[src/rtl/fill_ram.sv]
// AXI4 write master that erases one RAM bank by streaming a fixed fill pattern
// in full-size INCR bursts, with a bounded number of bursts awaiting response.
module fill_ram #(
    parameter logic [63:0] BASE_ADDR       = 64'h0,
    parameter logic [63:0] BANK_SIZE       = 64'h4_0000_0000,
    parameter int          DW              = 512,
    parameter int          BURST_LEN       = 64,
    parameter int          MAX_OUTSTANDING = 8,
    parameter logic [31:0] FILL_PATTERN    = 32'hFFFF_FFFF
) (
    input  logic            clk,
    input  logic            resetn,
    input  logic            erase,
    output logic            idle,
    output logic            error,
    output logic [63:0]     M_AXI_AWADDR,
    output logic [7:0]      M_AXI_AWLEN,
    output logic [2:0]      M_AXI_AWSIZE,
    output logic [1:0]      M_AXI_AWBURST,
    output logic            M_AXI_AWVALID,
    input  logic            M_AXI_AWREADY,
    output logic [DW-1:0]   M_AXI_WDATA,
    output logic [DW/8-1:0] M_AXI_WSTRB,
    output logic            M_AXI_WLAST,
    output logic            M_AXI_WVALID,
    input  logic            M_AXI_WREADY,
    input  logic [1:0]      M_AXI_BRESP,
    input  logic            M_AXI_BVALID,
    output logic            M_AXI_BREADY
);
    localparam logic [63:0] BURST_BYTES = 64'(BURST_LEN) * 64'(DW / 8);
    localparam logic [63:0] NBURSTS     = BANK_SIZE / BURST_BYTES;
    localparam int          CW          = $clog2(NBURSTS + 64'd1);
    localparam int          BW          = (BURST_LEN > 1) ? $clog2(BURST_LEN) : 1;
    localparam int          OW          = $clog2(MAX_OUTSTANDING + 1);
    localparam logic [CW-1:0] NB        = CW'(NBURSTS);
    localparam logic [BW-1:0] LAST_BEAT = BW'(BURST_LEN - 1);
    localparam logic [OW-1:0] MAX_OS    = OW'(MAX_OUTSTANDING);

    typedef enum logic [1:0] {S_IDLE, S_RUN, S_DRAIN} state_t;

    state_t        state, state_nxt;
    logic [CW-1:0] aw_cnt, w_burst_cnt, b_cnt, b_cnt_nxt;
    logic [BW-1:0] beat_cnt;
    logic [OW-1:0] outstanding;
    logic          aw_hs, w_hs, b_hs;

    // AWVALID cannot drop before AWREADY: outstanding only falls while it is
    // held and aw_cnt only moves on the handshake itself.
    assign M_AXI_AWVALID = (state == S_RUN) && (aw_cnt < NB) && (outstanding < MAX_OS);
    assign M_AXI_AWADDR  = BASE_ADDR + 64'(aw_cnt) * BURST_BYTES;
    assign M_AXI_AWLEN   = 8'(BURST_LEN - 1);
    assign M_AXI_AWSIZE  = 3'($clog2(DW / 8));
    assign M_AXI_AWBURST = 2'b01;
    assign M_AXI_WVALID  = (state == S_RUN) && (w_burst_cnt < aw_cnt);
    assign M_AXI_WLAST   = M_AXI_WVALID && (beat_cnt == LAST_BEAT);
    assign M_AXI_WDATA   = {(DW / 32){FILL_PATTERN}};
    assign M_AXI_WSTRB   = '1;
    assign M_AXI_BREADY  = (state != S_IDLE);
    assign idle          = (state == S_IDLE);

    assign aw_hs = M_AXI_AWVALID && M_AXI_AWREADY;
    assign w_hs  = M_AXI_WVALID && M_AXI_WREADY;
    assign b_hs  = M_AXI_BVALID && M_AXI_BREADY;

    always_comb begin
        state_nxt = state;
        b_cnt_nxt = b_cnt + CW'(b_hs);
        case (state)
            S_IDLE: if (erase) state_nxt = S_RUN;
            // Jump straight to IDLE when the final response lands in RUN so
            // idle always rises the cycle after the last B handshake.
            S_RUN: begin
                if (aw_cnt == NB && w_burst_cnt == NB)
                    state_nxt = (b_cnt_nxt == NB) ? S_IDLE : S_DRAIN;
            end
            S_DRAIN: if (b_cnt_nxt == NB) state_nxt = S_IDLE;
            default: state_nxt = S_IDLE;
        endcase
    end

    always_ff @(posedge clk) begin
        if (!resetn) begin
            state       <= S_IDLE;
            aw_cnt      <= '0;
            w_burst_cnt <= '0;
            b_cnt       <= '0;
            beat_cnt    <= '0;
            outstanding <= '0;
            error       <= 1'b0;
        end else begin
            state <= state_nxt;
            if (state == S_IDLE) begin
                if (erase) begin
                    aw_cnt      <= '0;
                    w_burst_cnt <= '0;
                    b_cnt       <= '0;
                    beat_cnt    <= '0;
                    outstanding <= '0;
                    error       <= 1'b0;
                end
            end else begin
                aw_cnt <= aw_cnt + CW'(aw_hs);
                b_cnt  <= b_cnt_nxt;
                if (w_hs) begin
                    if (beat_cnt == LAST_BEAT) begin
                        beat_cnt    <= '0;
                        w_burst_cnt <= w_burst_cnt + CW'(1);
                    end else begin
                        beat_cnt <= beat_cnt + BW'(1);
                    end
                end
                case ({aw_hs, b_hs})
                    2'b10:   outstanding <= outstanding + OW'(1);
                    2'b01:   outstanding <= outstanding - OW'(1);
                    default: outstanding <= outstanding;
                endcase
                if (b_hs && M_AXI_BRESP != 2'b00) error <= 1'b1;
            end
        end
    end
endmodule
[config.mk]
export PLATFORM = sky130hd
export DESIGN_NAME = fill_ram
export DESIGN_NICKNAME = d
export VERILOG_FILES = /design/src/rtl/fill_ram.sv
export SDC_FILE = /design/constraint.sdc
export NUM_CORES = 1
export LEC_CHECK = 0
export CORE_AREA = 2 2 262 264
export CTS_CLUSTER_DIAMETER = 30
export DETAILED_ROUTE_END_ITERATION = 8
export DIE_AREA = 0 0 264 266
export GPL_ROUTABILITY_DRIVEN = 0
export HOLD_SLACK_MARGIN = 0.08
export SYNTH_ARGS = -nofsm -noshare
export SYNTH_HDL_FRONTEND = slang
export SYNTH_SLANG_ARGS = --single-unit
[constraint.sdc]
create_clock -name clk -period 2.9 [get_ports clk]
set_clock_uncertainty 0.15 [all_clocks]
set_input_delay 0.87 -clock clk [delete_from_list [all_inputs] [get_ports clk]]
set_output_delay 0.87 -clock clk [all_outputs]
set_load 0.03 [all_outputs]
==> reports/metrics.csv <==
stage,metric,value,unit
outcome,status,finished with violations,
outcome,violations,setup timing,
clocking,cts-hold-fix-buffers,0,
power,switching_share,48.9,%
worst_setup_path,max_stage_delay,0.35,ns
routing,drtAntennaViolNets,0,
power,power_density,350,nW/um2
grt,grt_max_degree,40,
synthesis,yosysUniqueCellTypes,68,
worst_hold_path,min_path_type,reg2reg,
synthesis,ys.flop_type,dfxtp_1,
clocking,clockBufferDepth,2,
synthesis,synth_top_area_cell,buf_4,
worst_setup_path,ff2ff_path_depth,11,
synthesis,synth_top_family_by_area,buffers and inverters,
clocking,clkLatencyLatePin,0.36,ns
worst_setup_path,worstReg2RegEnd,beat_cnt[4],
floorplanning,core,67700,um2
routing,wl_per_cell,8.93,um
sta,max_slew.worst_pin.slew,0.556,ns
synthesis,synth.top_cell.area_share,47.9,%
sta,finalMaxSlewViolations,0,
sta,rsz0062_at_grt,yes,
sta,final-setup-viol-count,2,
sta,fmax,313,MHz
synthesis,synthAdderAreaFrac,4.12,%
power,pwr-share-comb,37.5,%
clocking,cts_root_buf,clkbuf_16,
synthesis,synth_compound_area_share,11.7,%
place,io_buffers,36,
sta,slew_headroom,62.9,%
worst_setup_path,endpoint,M_AXI_WLAST,
synthesis,synthMuxAreaShare,0.316,%
cells_and_area,multi_input_area,5900,um2
synthesis,syn_avg_cell_area,7.53,um2
clocking,cts_tree,built,
worst_setup_path,slowest_stage,dfxtp_4,
cells_and_area,fillers,7876,
clocking,clk_transition_reported_paths,0.07,ns
synthesis,synthSimpleGateAreaFrac,15.5,%
worst_setup_path,path_class,reg2out,
synthesis,yosysSeqAreaShare,16.6,%
synthesis,synth_seq_cells,82,
worst_setup_path,cp_data_arrival_time,2.17,ns
power,seqPwrFrac,31.2,%
sta,timing.hold.ws,0.305,ns
grt,grt-ovfl-total,0,
synthesis,synth_edf_count,0,
synthesis,syn_area,9890,um2
sta,period_share,110,%
routing,drt_iter0_drc,525,
cells_and_area,drive_above_1_share,14.5,%
cells_and_area,antennaDiodeCount,0,
floorplanning,initial_core_util,14.6,%
clocking,htreeDepth,3,
floorplanning,rows,96,
worst_setup_path,end_kind,primary output,
routing,num_vias,7032,
sta,fin_ws,-0.293,ns
grt,antenna_found_initial,2,
synthesis,synthArstFlopShare,0,%
floorplanning,dieWidth,264,um
synthesis,synthCells,1314,
floorplanning,io_pins,667,
worst_setup_path,timing.rr.start,aw_cnt[5],
power,p_int,1.85,mW
grt,grt_first_pass_wirelength,29.1,mm
synthesis,yosys-top-cells-area,"buf_4 (48%), dfxtp_1 (17%), ha_1 (3.9%)",
routing,drcViolationCount,0,
cells_and_area,fin_nets,1466,
cells_and_area,regArea,1710,um2
routing,drt_first_pass_iters,5,
sta,final-hold-violation-count,0,
worst_setup_path,crit_start,aw_cnt[19],
worst_setup_path,path_cells,"inv_4, ha_4, nand4_1, nor2_2, a211oi_2, and3_4, a21boi_4, and2_4, buf_12",
power,pwr-share-clk,31.3,%
worst_setup_path,cp_max_fo,4,
grt,grt_pass1_vias,5266,
worst_setup_path,r2r_setup_slack,0.09,ns
routing,viasPerCell,3.04,
worst_setup_path,worstPathRequired,1.88,ns
run,cap_viol_max_count,0,
grt,grt.total_usage,5.18,%
clocking,cts_buffers,9,
synthesis,ys_warn_count,0,
floorplanning,fp.dieH,266,um
sta,period_minus_slack,3.19,ns
synthesis,synth_xor_area_share,0.885,%
place,place_hpwl,16.2,mm
routing,wl,20.6,mm
floorplanning,die_area,70200,um2
cells_and_area,syn_to_final_growth,4.59,%
clocking,cts_num_sinks,82,
power,p_switching,1.77,mW
power,max-vdd-ir-drop,0.000287,V
power,finalPower,3.62,mW
worst_setup_path,critPathLaunchType,flip-flop,
power,leakage,4.68,nW
sequential cells by signal, indices dropped and copies added, names as in the netlist:
| signal | cells |
|---|---|
| aw_cnt | 23 |
| error | 1 |
| beat_cnt | 6 |
| b_cnt | 23 |
| outstanding | 4 |
| state | 2 |
| w_burst_cnt | 23 |
kinds of logic after synthesis:
family,count (synthesis)
other,2
AO/OA/AOI/OAI,188
multiplexers,3
buffers and inverters,702
flip-flops,82
adder cells (fa/ha/maj),32
AND/OR/NAND/NOR,295
XOR/XNOR,10
area by class of cell:
type                            count  share of cell area, %
Multi-Input combinational cell   1158                   57.0
Clock buffer                       10                   2.31
Inverter                           31                   1.22
Tap cell                          882                   10.7
Sequential cell                    82                   16.5
Timing Repair Buffer              144                   11.8
Clock inverter                      6                  0.447
metal layers:
layer / global-route usage, % / wire length (um) / up-vias
met2: 8.26 / 9680 / 352
met4: 1.52 / 258 / 0
met3: 1.29 / 1700 / 17
met1: 6.86 / 9010 / 3262
li1: - / - / 3401
met5: 0 / 0 / -
worst max-delay path: cells and delay by family (launching register included):
family                   cells  cell delay, ns
adder cells (fa/ha/maj)      1            0.19
AO/OA/AOI/OAI                2            0.42
buffers and inverters        2            0.18
flip-flops                   1            0.35
AND/OR/NAND/NOR              4            0.68
through the flow:
stage / cell area (um2) / util [%] / setup TNS (ns) / cells / setup slack [ns]
final: 10300 / 15.3 / -0.547 / 2313 / -0.293
after global routing: 10300 / 15.3 / -0.771 / 2313 / -0.401
after CTS: 10300 / 15.2 / -0.641 / 2312 / -0.329
after detailed placement: 9890 / 14.6 / -7.96 / 2292 / -0.719
after global placement: 9890 / 14.6 / -7.42 / 2292 / -0.652
after floorplan: 12500 / - / -0.0811 / 1942 / -0.0811
power groups by stage:
stage / clock [mW] / combinational, mW / sequential [mW]
2_1_floorplan: 0 / 1.85 / 1.16
3_3_place_gp: 0 / 1.32 / 1.16
3_5_place_dp: 0 / 1.32 / 1.16
4_1_cts: 1.17 / 1.33 / 1.13
5_1_grt: 1.21 / 1.43 / 1.13
6_report: 1.14 / 1.36 / 1.13
cells in the mapped netlist (all sizes together) (5+ instances only):
cell,number
o21ai,46
and3,19
dfxtp,82
nor2,47
nor4,13
nand4,21
nand2,58
nor3,26
or3,11
buf,642
inv,31
nand3,63
and4,5
clkbuf,29
a21o,8
ha,31
nand3b,7
o21a,7
and2,7
xnor2,8
a31oi,16
a311oi,11
a211oi,5
a21oi,66
layout by cell type, fill, tap and decap left out, types with 13 or more instances in the layout:
master and count:
o21ai_0 42, ha_1 17, dfxtp_4 14, a21oi_1 63, conb_1 630, nand3_1 62
nor3_1 24, inv_1 20, a31oi_1 16, clkdlybuf4s50_1 30, dfxtp_1 59, nor2_1 43
buf_4 106, nand2_1 56, nand4_1 21, ha_4 13, and3_1 16
repair_timing:
item,in CTS,in global routing
buffers inserted,4,1
pin swaps,10,8
resized for setup,19,18
endpoints found under the setup margin,7,14
how the worst min path moves through the flow:
stage,start,end,slack (ns),cells past startpoint
after floorplan,state[1],state[0],0.28,1
after global placement,error,error,0.29,2
after detailed placement,error,error,0.30,2
after CTS,error,error,0.31,2
after global routing,error,error,0.33,2
final,error,error,0.31,2
Power figures use the tool's default switching activity.
